### config.mk
export PLATFORM = sky130hd
export DESIGN_NAME = mssd
export DESIGN_NICKNAME = d
export VERILOG_FILES = /design/src/rtl/mssd.sv
export SDC_FILE = /design/constraint.sdc
export NUM_CORES = 1
export LEC_CHECK = 0
export CORE_ASPECT_RATIO = 1.75
export CORE_MARGIN = 2
export CORE_UTILIZATION = 47
export CTS_CLUSTER_SIZE = 40
export DETAILED_ROUTE_END_ITERATION = 16
export GPL_ROUTABILITY_DRIVEN = 0
export GPL_TIMING_DRIVEN = 0
export MAX_ROUTING_LAYER = met4
export PLACE_DENSITY = 0.75
export RECOVER_POWER = 25
export SYNTH_ARGS = -nofsm -noshare
export SYNTH_HDL_FRONTEND = slang
export SYNTH_SLANG_ARGS = --single-unit
### constraint.sdc
create_clock -name clk -period 1.7 [get_ports clk]
set_input_delay 0.34 -clock clk [delete_from_list [all_inputs] [get_ports clk]]
set_output_delay 0.34 -clock clk [all_outputs]
set_load 0.01 [all_outputs]
### src/rtl/mssd.sv
// ============================================================================
// Module   : mssd
// Purpose  : Serial frame receiver and 1-to-4 demux clocked by a push-button
//            bit strobe, with remaining-length shown on two seven-seg digits.
// Revision : 1.0  initial release
// ============================================================================
`default_nettype none

module mssd (
    input  logic       clk,
    input  logic       reset,
    input  logic       clkPB,
    input  logic       SerIn,
    output logic [3:0] P,
    output logic       serOut_valid,
    output logic       done,
    output logic [6:0] SSD_OUT_LOW,
    output logic [6:0] SSD_OUT_HIGH
);

    typedef enum logic [1:0] {
        S_IDLE  = 2'd0,
        S_PORT  = 2'd1,
        S_COUNT = 2'd2,
        S_DATA  = 2'd3
    } state_t;

    localparam logic [2:0] C_PORT_LAST  = 3'd1;
    localparam logic [2:0] C_COUNT_LAST = 3'd5;

    logic       sync1_q;
    logic       sync2_q;
    logic       prev_q;
    logic       w_strobe;

    state_t     state_q;
    logic [1:0] port_q;
    logic [5:0] count_q;
    logic [2:0] bits_q;
    logic       done_q;
    logic       valid_q;
    logic [5:0] w_count_shift;

    // clkPB is asynchronous to clk: two flops before the edge detector.
    always_ff @(posedge clk or negedge reset) begin
        if (!reset) begin
            sync1_q <= 1'b0;
            sync2_q <= 1'b0;
            prev_q  <= 1'b0;
        end else begin
            sync1_q <= clkPB;
            sync2_q <= sync1_q;
            prev_q  <= sync2_q;
        end
    end

    assign w_strobe      = sync2_q & ~prev_q;
    assign w_count_shift = {count_q[4:0], SerIn};

    always_ff @(posedge clk or negedge reset) begin
        if (!reset) begin
            state_q <= S_IDLE;
            port_q  <= 2'd0;
            count_q <= 6'd0;
            bits_q  <= 3'd0;
            done_q  <= 1'b0;
            valid_q <= 1'b0;
        end else if (w_strobe) begin
            case (state_q)
                S_IDLE: begin
                    if (!SerIn) begin
                        done_q  <= 1'b0;
                        port_q  <= 2'd0;
                        count_q <= 6'd0;
                        bits_q  <= 3'd0;
                        state_q <= S_PORT;
                    end
                end
                S_PORT: begin
                    port_q <= {port_q[0], SerIn};
                    if (bits_q == C_PORT_LAST) begin
                        bits_q  <= 3'd0;
                        state_q <= S_COUNT;
                    end else begin
                        bits_q <= bits_q + 3'd1;
                    end
                end
                S_COUNT: begin
                    count_q <= w_count_shift;
                    if (bits_q == C_COUNT_LAST) begin
                        bits_q <= 3'd0;
                        if (w_count_shift == 6'd0) begin
                            done_q  <= 1'b1;
                            state_q <= S_IDLE;
                        end else begin
                            valid_q <= 1'b1;
                            state_q <= S_DATA;
                        end
                    end else begin
                        bits_q <= bits_q + 3'd1;
                    end
                end
                S_DATA: begin
                    count_q <= count_q - 6'd1;
                    if (count_q == 6'd1) begin
                        done_q  <= 1'b1;
                        valid_q <= 1'b0;
                        state_q <= S_IDLE;
                    end
                end
                default: begin
                    state_q <= S_IDLE;
                    valid_q <= 1'b0;
                end
            endcase
        end
    end

    // Payload bit is passed straight through so the LED follows the switch.
    always_comb begin
        P = 4'b0000;
        if (valid_q) begin
            P[port_q] = SerIn;
        end
    end

    function automatic logic [6:0] hex_seg(input logic [3:0] v);
        logic [6:0] s;
        case (v)
            4'h0:    s = 7'b1000000;
            4'h1:    s = 7'b1111001;
            4'h2:    s = 7'b0100100;
            4'h3:    s = 7'b0110000;
            4'h4:    s = 7'b0011001;
            4'h5:    s = 7'b0010010;
            4'h6:    s = 7'b0000010;
            4'h7:    s = 7'b1111000;
            4'h8:    s = 7'b0000000;
            4'h9:    s = 7'b0010000;
            4'hA:    s = 7'b0001000;
            4'hB:    s = 7'b0000011;
            4'hC:    s = 7'b1000110;
            4'hD:    s = 7'b0100001;
            4'hE:    s = 7'b0000110;
            default: s = 7'b0001110;
        endcase
        return s;
    endfunction

    assign serOut_valid = valid_q;
    assign done         = done_q;
    assign SSD_OUT_LOW  = hex_seg(count_q[3:0]);
    assign SSD_OUT_HIGH = hex_seg({2'b00, count_q[5:4]});

endmodule

`default_nettype wire

# ---- After elaboration in Yosys (flattened, before gate mapping)
# Memories as Yosys holds them, arrays and structs flattened.
# Index checks and enable logic that the tools add are counted.
dict set report word_totals {
  regBits 18
  latchBits 0
  mem_bits_rw 0
  mem_bits_ro 112
  input_bits 4
  output_inout_bits 20
  n_memories 1
}
# memory depth word_bits rd rd_clocked_by_memory_dff wr line
set memory_table {}
lappend memory_table {{(name not given)} 16 7 1 0 0 129} ;# case (v)
dict set report classes {
  n_addsub 2
  multipliers 0
  n_div 0
  order_cmp 2
  n_eq_ne 15
  shift 0
  muxes 27
  bitwise 3
  n_reduce_logical 14
}
# operator n
set ops {}
lappend ops {{one-hot mux 7 bit (4 select lines)} 1}
lappend ops {{one-hot mux 6 bit (3 select lines)} 1}
lappend ops {{2-to-1 mux 2 bit} 6}
lappend ops {{!= test 2 bit (second input constant)} 6}
lappend ops {{AND reduction 5 bit} 2}
lappend ops {{2-to-1 mux 3 bit} 3}
lappend ops {{one-hot mux 3 bit (3 select lines)} 1}
lappend ops {{AND reduction 3 bit} 3}
lappend ops {{== test 2 bit (second input constant)} 4}
lappend ops {{2-to-1 mux 1 bit} 8}
lappend ops {{one-hot mux 2 bit (4 select lines)} 1}
lappend ops {{== test 6 x 1 -> 1 bit (second input constant)} 1}
lappend ops {{logical NOT 6 bit} 1}
lappend ops {{2-to-1 mux 6 bit} 1}
lappend ops {{AND reduction 6 bit} 1}
lappend ops {{nonzero test 3 bit} 2}
lappend ops {{subtractor 6 x 1 -> 6 bit (second input constant)} 1}
lappend ops {{AND 4 bit} 1}
lappend ops {{== test 2 x 1 -> 1 bit (second input constant)} 2}
lappend ops {{logical NOT 2 bit} 2}
lappend ops {{2-to-1 mux 4 bit} 1}
lappend ops {{one-hot mux 2 bit (2 select lines)} 1}
lappend ops {{nonzero test 2 bit} 2}
lappend ops {{adder 3 x 1 -> 3 bit (second input constant)} 1}
lappend ops {{other kinds (10)} 10}

# ---- Depth between registers and ports, before layout
dict set report depth {
  depth_word 6
  mapped_depth 7
  mapped_depth_nobuf 6
}

# ---- Worst setup path after synthesis
# Ideal clock, no wire load.
dict set report synth_path {
  kind {register -> register}
  from {register count_q[0]}
  to {register valid_q, in the netlist serOut_valid}
  setup_time_ns 0.121
  arrival_time_ns 1.623
  setup_slack_ns -0.044
  stages_incl_launch_ff 6
  n_path_buf 1
  path_cell_list {dfrtp_1 -> or3_1 -> buf_6 -> nor4_4 -> mux2_1 -> a22o_1}
}
dict set report synth_via {
  elab_chain_cells 3
  elab_cells_between_ends 5
}
# item line
set synth_rtl {}
lappend synth_rtl {{from (decl)} 38} ;# logic [5:0] count_q;
lappend synth_rtl {{from (signal assigned)} 89} ;# count_q <= w_count_shift;
lappend synth_rtl {{from (signal assigned)} 104} ;# count_q <= count_q - 6'd1;
lappend synth_rtl {{== test 6 x 1 -> 1 bit / logical NOT 6 bit (equally long branches)} {105, 92}}
lappend synth_rtl {{!= test 2 bit (no line)} n/a}
lappend synth_rtl {{AND reduction 5 bit (no line) *} n/a}
lappend synth_rtl {{to (signal assigned)} 96} ;# valid_q <= 1'b1;
lappend synth_rtl {{to (signal assigned)} 107} ;# valid_q <= 1'b0;
lappend synth_rtl {{to (signal assigned)} 113} ;# valid_q <= 1'b0;
lappend synth_rtl {{to (decl)} 41} ;# logic valid_q;
# Mark *: on every way between the ends. The rest lies on a longest branch, timed or not.
# A chain may end at the register's enable or synchronous reset.

# ---- Worst setup path in the final report
dict set report layout_path {
  from {register count_q[0]}
  to {output port SSD_OUT_LOW[3]}
}
dict set report layout_via {
  elab_chain_cells 1
}
# item line
set layout_rtl {}
lappend layout_rtl {{memory (16 x 7 bit)} n/a}
lappend layout_rtl {{to (decl)} 17} ;# output logic [6:0] SSD_OUT_LOW,
# Every way passes these cells.

==> flow_summary.json <==
{
  "worstMarginPinSlew_ps": 846.6,
  "hold_viol": 0,
  "nets": 235,
  "worstHoldPathType": "reg2reg",
  "p_leak_nw": 1.012,
  "drc": 0,
  "fin_cells": 246,
  "crit_path_frequent_cell": "buf_6",
  "grt_usage_pct": 26.81,
  "synth.cell_area_um2": 1409,
  "cts_root_buffer": "clkbuf_8",
  "wl_mm": 4.560,
  "arrival_ps": 1630,
  "die_area_um2": 3469,
  "synth-compound-area-share_pct": 22.65,
  "finalMaxSlewViolations": 0,
  "finalSetupViolCount": 13,
  "synth_mux_area_share_pct": 3.908,
  "cp_max_fo": 6,
  "setup.worst_path.start_class": "flop",
  "drt_iter0_drc": 86,
  "synthSimpleGateAreaFrac_pct": 23.27,
  "dr.pass1.iters": 4,
  "tritoncts": "yes",
  "clock-sinks": 18,
  "die_h_um": 76.43,
  "synthTopCellsByArea": "dfrtp_1, ha_1, nand2_1",
  "worst-setup-path-type": "reg2out",
  "ys_seq_area_share_pct": 31.97,
  "critical_path.cell_chain": "buf_6 > ha_4 > mux4_2 > buf_6",
  "wl_per_cell_um": 18.54,
  "die_w_um": 45.39,
  "synth_fa_ha_area_share_pct": 10.66,
  "synth_edf_count": 0,
  "initial_core_util_pct": 48.66,
  "ios": 24,
  "status": "complete, but fails checks",
  "fin_skew_ps": 4.550,
  "synth_top_cell_by_area": "dfrtp_1",
  "via_count": 1466,
  "synthArstFlopShare_pct": 100.0,
  "clkSlewWorstSetupHoldPaths_ps": 70,
  "antenna_found_initial": 0,
  "rsz0062_at_grt": "yes",
  "final_util_pct": 78.39,
  "slew_headroom_pct": 43.37,
  "fill_cells": 170,
  "portBuffers": 22,
  "cp.required_ps": 1360,
  "yosysWarnings": 0,
  "grt_max_degree": 19,
  "grt_overflow_total": 0,
  "violations": "negative setup slack",
  "dp_cells": 212,
  "syn_nets": 178,
  "avgSynthCellArea_um2": 8.697,
  "cpMaxStageDelayCell": "mux4_2",
  "synth_top_area_share_pct": 31.97,
  "placementRows": 26,
  "syn_inst": 162,
  "timing.critical_path.max_delay_family": "multiplexers",
  "ys_seq_elements": 18,
  "core_um2": 2895,
  "min_period_ps": 1973,
  "drive_gt1_share_pct": 44.50,
  "dp.final_hpwl_mm": 2.715,
  "critPathBufInv": 2,
  "synth_top_family_by_area": "simple AND/OR/NAND/NOR gates",
  "synth.distinct_cells": 49,
  "yosys_most_used_dff": "dfrtp_1",
  "setup_slack_ps": -273.2,
  "h-tree-depth": 1,
  "rrSetupSlack_ps": -230,
  "max-vdd-ir-drop_mv": 1.144,
  "first_global_vias": 1464,
  "fin_crit_sh_pct": 116.1,
  "antenna_left": 0,
  "clkLatencyLatePin_ps": 270,
  "cts_buffers": 3,
  "drv_cap": 0,
  "grt_pass1_wl_mm": 6.810,
  "synthXorXnorAreaFrac_pct": 0,
  "cts_max_path_buffers": 2,
  "synthToLayoutAreaGrowth_pct": 61.10,
  "num_antenna_cells": 0,
  "viasPerCell": 5.959,
  "cellPowerDensity_nw_per_um2": 1944,
  "timing.fmax_mhz": 506.8,
  "cp_slowest_stage_delay_ps": 460,
  "setup.worst_path.end_class": "output pin"
}
-- flip-flops by register name, summed over array words and instances (netlist names) --
register,count
count_q,6
bits_q,3
port_q,2
state_q,2
done,1
prev_q,1
serOut_valid,1
sync1_q,1
sync2_q,1
-- cells in the final DEF, fill, tap and decap left out, types with 3 or more instances in the layout --
| cell | count |
|---|---|
| nand2_1 | 19 |
| a32o_1 | 3 |
| dfrtp_1 | 16 |
| inv_2 | 3 |
| buf_2 | 7 |
| o21ai_0 | 6 |
| inv_1 | 5 |
| a21oi_1 | 5 |
| buf_6 | 12 |
| buf_4 | 23 |
| o21ai_1 | 5 |
| ha_1 | 4 |
| dlygate4sd2_1 | 8 |
| clkbuf_8 | 7 |
| a22o_1 | 5 |
| nor3_1 | 7 |
| nor2_1 | 9 |
| ha_4 | 8 |
-- Yosys cell counts, types with 2 or more instances --
cell type and count:
nor2b_1 3, ha_1 12, nor2_1 12, nand3b_1 2, a21oi_1 5, nor3_1 8
or2_2 2, nand2_1 21, a22o_1 5, or3_1 2, buf_4 2, o31ai_1 2
a32o_1 3, nand4b_1 2, dfrtp_1 18, o21ai_0 12, a22oi_1 2, nand3_1 2
clkbuf_1 8, inv_1 10
-- cells by family (layout without fill, tap and decap cells) --
kind of cell	count (synthesis)	after routing
AOI/OAI and AO/OA	42	42
DFF	18	18
buffers and inverters	23	79
muxes	4	4
other	1	1
and+or+nand+nor	62	62
adders and majority gates	12	12
-- stage by stage --
stage	setup WS [ps]	setup TNS, ps	hold slack (ps)	total power, W	area, µm²
3_3_place_gp	-549.8	-10810	340.9	0.002745	1665
6_report	-273.2	-1892	357.2	0.004412	2270
3_5_place_dp	-649.7	-12320	342.6	0.002835	1665
5_1_grt	-317.1	-2549	376.7	0.004681	2270
4_1_cts	-305.7	-2212	358.2	0.003801	2068
2_1_floorplan	-2.413	-2.413	44.41	0.002066	1410
-- timing repair --
action / CTS / global route
endpoints found under the setup margin: 29 / 22
pin swaps: 10 / 15
gates cloned: 1 / 0
gates resized for setup: 94 / 47
buffers inserted: 23 / 7
hold buffers: 0 / 0
-- cell type report --
cell class | count | area [µm²] | share of cell area (%)
Buffer | 12 | 131.4 | 5.788
Clock buffer | 4 | 55.05 | 2.426
Inverter | 10 | 42.54 | 1.874
Multi-Input combinational cell | 121 | 1087 | 47.90
Sequential cell | 18 | 452.9 | 19.96
Tap cell | 28 | 35.03 | 1.544
Timing Repair Buffer | 53 | 465.4 | 20.51
-- layer usage --
metal	share of wire, %	up-vias	global-route usage [%]
met5	0	-	-
met4	4.5	0	12.35
met1	34	712	27.51
met3	3.8	17	2.133
li1	-	686	-
met2	58	51	47.75
-- report_power, final --
group          leakage [nW]  switching, W  internal, W
clock network        0.0288      0.000168     0.000207
registers             0.221      0.000179     0.000579
logic                 0.763       0.00161      0.00167
-- path summary, 6_finish.rpt --
path                                        to  cells past startpoint        from
worst max-delay path            SSD_OUT_LOW[3]                      4  count_q[0]
worst min-delay path                   sync2_q                      0     sync1_q
worst max register to register    serOut_valid                      6  count_q[0]
worst min register to register         sync2_q                      0     sync1_q
max in group asynchronous           count_q[0]                      1       reset
min in group asynchronous           state_q[1]                      1       reset
No activity file was read; power rests on OpenSTA's default activity.
==> RTL change 1, RTL diff (same flow settings) <==
Re-encode `state_t` (4 states) as one-hot, 4 bits wide.
--- a/src/rtl/mssd.sv
+++ b/src/rtl/mssd.sv
@@ -18,11 +18,11 @@
     output logic [6:0] SSD_OUT_HIGH
 );
 
-    typedef enum logic [1:0] {
-        S_IDLE  = 2'd0,
-        S_PORT  = 2'd1,
-        S_COUNT = 2'd2,
-        S_DATA  = 2'd3
+    typedef enum logic [3:0] {
+        S_IDLE  = 4'b0001,
+        S_PORT  = 4'b0010,
+        S_COUNT = 4'b0100,
+        S_DATA  = 4'b1000
     } state_t;
 
     localparam logic [2:0] C_PORT_LAST  = 3'd1;
Formal check against the unedited RTL: no difference found for any inputs over 10 cycles, from zero or initial values and one cycle with reset low; not proved beyond that.
==> RTL change 1 against the unedited design <==
- the run still ends with setup timing left
- synthesized area is 9.9% higher
- sequential cell count is 2 higher
- routed wire length is 33% higher
- count of clock-buffer cells in the layout is 1 lower
- critical path depth is 2 higher
- sequential power is 17% higher
- cell count is 15% higher
- power is 30% higher
- setup slack better by 0.057 ns
- first-iteration DRC count is 10% lower
- design area is 16% higher
- critical endpoint unchanged
- largest power group unchanged
==> RTL change 1: results (changes against the unedited design) <==
[outcome]
status=finished with violations
failed_checks=setup timing

[cells_and_area]
buffers=78  ; +20%
reg_top3=count_q x6, state_q x4, bits_q x3
clk_share=0.0272  ; +0.00290
layout.nets=251  ; +6.8%
seq_area_um2=505  ; +12%
fillers=166  ; -2.4%
nMultiInputCombCells=131  ; +8.3%
buf_share=0.270  ; +0.00670
drive_above_1_share=0.529  ; +0.0842
multi_input_area_share=0.478  ; -0.000729

[synth]
netlist_top_cells_count=19 x dfrtp_1, 12 x nor2_1, 12 x o21ai_0
ys_seq_area_frac=0.324  ; +0.00419
synth.avg_cell_area_um2=8.95  ; +3.0%
syn_nets=183  ; +2.8%
synth.distinct_cells=58  ; +18%

[setup_path]
rrSetupSlack_ns=-0.18  ; +0.05 ns
cp.arrival_ns=1.58  ; -0.05 ns
worstPathMaxFanout=4  ; -2
crit_slowest_cell=dfrtp_2

[global_routing]
track_usage=0.285  ; +0.0169
use_met1=0.286  ; +0.0104

[drt]
routed_wl_mm=6.06  ; +33%
m1WireLength_mm=2.05  ; +34%
wl_met3_um=279  ; +59%

[sta]
setup_slack_ns=-0.216  ; +0.0567 ns
worstMarginPinSlew_ns=0.980  ; +0.133 ns
setup_viol=20  ; +7

[power]
p_leak_nw=1.15  ; +13%
vdd_drop_max_uv=1500  ; +31%

[placed_design]
io_buffers=21  ; -4.5%

## RTL change 1: what timing repair did
action	CTS	global route
gates cloned	0	0
pin swaps	12	23
buffers inserted	23	22
gates resized for setup	92	51
setup endpoints to repair	32	26
## RTL change 1: power by group
part           total, mW  switching, mW  internal, mW
combinational       4.38           2.21          2.17
sequential         0.889          0.212         0.677
clock              0.482          0.167         0.314
## RTL change 1: critical path: cells and delay by family, from the launching register on
| family | cells | cell delay, ns |
|---|---|---|
| simple gates | 2 | 0.28 |
| flops | 1 | 0.45 |
| fa+ha+maj | 1 | 0.15 |
| compound gates | 1 | 0.17 |
| buf+inv | 2 | 0.26 |
## RTL change 1: metrics by stage
stage / power [mW] / util / worst slack (ns) / hold slack, ns / cell area [um2]
finish: 5.75 / 0.836 / -0.216 / 0.362 / 2630
global placement: 3.35 / 0.583 / -0.551 / 0.342 / 1830
detailed placement: 3.45 / 0.583 / -0.620 / 0.336 / 1830
global route: 6.08 / 0.836 / -0.347 / 0.380 / 2630
floorplan: 2.51 / - / -0.128 / 0.0444 / 1570
CTS: 4.60 / 0.716 / -0.124 / 0.364 / 2250
## RTL change 1: cells by family (layout without fill, tap and decap cells)
family          after synthesis  in the layout  share of synthesized area
simple gates                 62             62                      0.252
compound gates               54             54                      0.244
buf+inv                      22             89                     0.0775
flops                        20             20                      0.324
fa+ha+maj                     6              6                     0.0485
mux                           5              5                     0.0347
xor+xnor                      3              3                     0.0170
other cells                   1              1                    0.00242
## RTL change 1: path summary, 6_finish.rpt
check                                start        endpoint  depth (start not counted)
worst max-delay path            count_q[1]  SSD_OUT_LOW[3]                          6
max in group asynchronous            reset      count_q[0]                          1
worst min register to register     sync1_q         sync2_q                          0
worst min-delay path               sync1_q         sync2_q                          0
worst max register to register  count_q[1]      state_q[3]                          8
min in group asynchronous            reset      state_q[2]                          1
==> RTL change 2, RTL diff (config.mk and constraints unchanged) <==
Without the edit above. Make the reset (`reset`) synchronous in 2 clocked blocks. Comments in the files are not updated.
--- a/src/rtl/mssd.sv
+++ b/src/rtl/mssd.sv
@@ -42,7 +42,7 @@
     logic [5:0] w_count_shift;
 
     // clkPB is asynchronous to clk: two flops before the edge detector.
-    always_ff @(posedge clk or negedge reset) begin
+    always_ff @(posedge clk) begin
         if (!reset) begin
             sync1_q <= 1'b0;
             sync2_q <= 1'b0;
@@ -57,7 +57,7 @@
     assign w_strobe      = sync2_q & ~prev_q;
     assign w_count_shift = {count_q[4:0], SerIn};
 
-    always_ff @(posedge clk or negedge reset) begin
+    always_ff @(posedge clk) begin
         if (!reset) begin
             state_q <= S_IDLE;
             port_q  <= 2'd0;
Behaviour: differs if reset is asserted again (counterexample within 10 cycles, from zero or initial values and one cycle with reset low); with reset held inactive, the same outputs for 10 cycles.
==> RTL change 2 against the unedited design <==
- the flow still finishes with violations (setup timing)
- die area grew 12%
- sequential cell count grew 7
- routed wire length grew 3.2%
- cell count grew 12%
- highest routed layer unchanged
- critical path type is now flop to flop
- design area grew 3.1%
- fmax shrank 3.5%
- setup slack lost 0.072 ns
- synthesized area grew 13%
- register-to-register slack lost 0.11 ns
Power is left out: it rests on default switching activity, and per cell area and clock period it moved more than threefold.
==> RTL change 2: results (changes against the unedited design) <==
[cts]
clock_path_buffers=2  ; unchanged
tritoncts.num_buffers=3  ; unchanged
ctsHtreeMaxLevel=1  ; unchanged
clk_pin_slew_ns=0.09  ; +0.02 ns
clk_latency_ns=0.28
clock-root-buffer=clkbuf_8

[outcome]
failed_checks=setup timing
status=finished with violations

[drt]
top_layer_used=met4
first_pass_iters=4  ; unchanged
drt_iter0_drc=42  ; -51%
routed-wl-met2_mm=2.64  ; -0.42%
m1WireLength_mm=1.65  ; +7.8%
viasPerCell=5.64  ; -5.4%
wl_met3_um=175  ; unchanged
routed_wl_mm=4.71  ; +3.2%

[synth]
netlist_top_cells_count=25 x dfxtp_1, 15 x nor2_1, 14 x inv_1
ys_seq_area_frac=0.315  ; -0.00500
synth-xor-area-share=0.0110  ; +0.0110
yosys_warnings=0  ; unchanged
syn_nets=198  ; +11%
synthMuxAreaShare=0.0504  ; +0.0113
synth.distinct_cells=57  ; +16%
synth_fa_ha_area_frac=0.102  ; -0.00429
ys_seq_elements=25  ; +7
synthArstFlopShare=0  ; -1.00
synth_area_leaders=dfxtp_1 31%, ha_1 10%, mux2i_1 5.0%
synth_compound_area_frac=0.241  ; +0.0143

[sta]
setup_viol=12  ; -1
setup_slack_ns=-0.345  ; -0.0717 ns
finalSetupTns_ns=-2.19  ; -0.301 ns
worst_clock_skew_ns=0.00379  ; -0.000758 ns

[placed_design]
hpwlAfterDp_mm=2.91  ; +7.2%
io_buffers=21  ; -4.5%

[global_routing]
use_met2=0.469  ; -0.00813
track_usage=0.262  ; -0.00634
use_met1=0.242  ; -0.0326
grt_overflow=0  ; unchanged
antenna_found_initial=0  ; unchanged
grt_pass1_vias=1561  ; +6.6%
grt_first_pass_wirelength_mm=7.03  ; +3.2%
gr-usage-met3=0.0289  ; +0.00756
grt_max_degree=15  ; -4

[cells_and_area]
largest_reg_flops=7  ; +1
layout.nets=248  ; +5.5%
drive_above_1_share=0.378  ; -0.0667
diodes=0  ; unchanged

[hold_path]
hold_path.class=input pin to flop

[setup_path]
crit_family=compound AO/OA/AOI/OAI gates
crit_slowest_cell=dfxtp_4
worstPathMaxFanout=5  ; -1
cp.arrival_ns=2.22  ; +0.59 ns
cpPeakStageDelay_ns=0.38  ; -0.08 ns

## RTL change 2: cell count changes in the layout (fill, tap and decap cells not counted), sizes merged, moves of 5 or more
| cell | unedited run | this run |
|---|---|---|
| inv | 10 | 16 |
| buf | 45 | 31 |
| o21ai | 12 | 6 |
| mux2i | 1 | 8 |
| a22o | 5 | 0 |
| dfxtp | 0 | 25 |
| clkbuf | 11 | 6 |
| nand2 | 21 | 13 |
| a211oi | 1 | 6 |
| clkdlybuf4s50 | 2 | 12 |
| dfrtp | 18 | 0 |
## RTL change 2: metrics by stage
step	instances	instance area [um2]	setup slack, ns	util	hold WS (ns)
2_1_floorplan	181	1640	-0.335	-	0.412
3_3_place_gp	247	1910	-0.938	0.579	0.417
3_5_place_dp	247	1910	-0.960	0.579	0.433
4_1_cts	266	2230	-0.261	0.677	0.402
5_1_grt	275	2340	-0.437	0.710	0.436
6_report	275	2340	-0.345	0.710	0.425
## RTL change 2: worst paths after layout
kind	start	cells past startpoint	slack [ns]	end
setup / recovery	count_q[1]	8	-0.34	SSD_OUT_LOW[5]
hold / removal	SerIn	3	0.42	port_q[0]
setup reg to reg	count_q[1]	8	-0.34	SSD_OUT_LOW[5]
hold reg to reg	sync1_q	1	0.45	sync2_q
## RTL change 2: what timing repair did
item / CTS / global route
pin swaps: 12 / 9
hold buffers: 0 / 0
gates resized for setup: 49 / 12
endpoints found under the setup margin: 25 / 15
gates cloned: 0 / 1
buffers inserted: 16 / 9
## RTL change 2: area by class of cell
cell class | count | area [um2]
Tap cell | 45 | 56.3
Inverter | 16 | 75.1
Clock inverter | 1 | 5.00
Buffer | 9 | 75.1
Timing Repair Buffer | 45 | 402
Clock buffer | 3 | 41.3
Sequential cell | 25 | 522
Timing Repair inverter | 1 | 7.51
Multi-Input combinational cell | 130 | 1160
Fill cell | 275 | 953
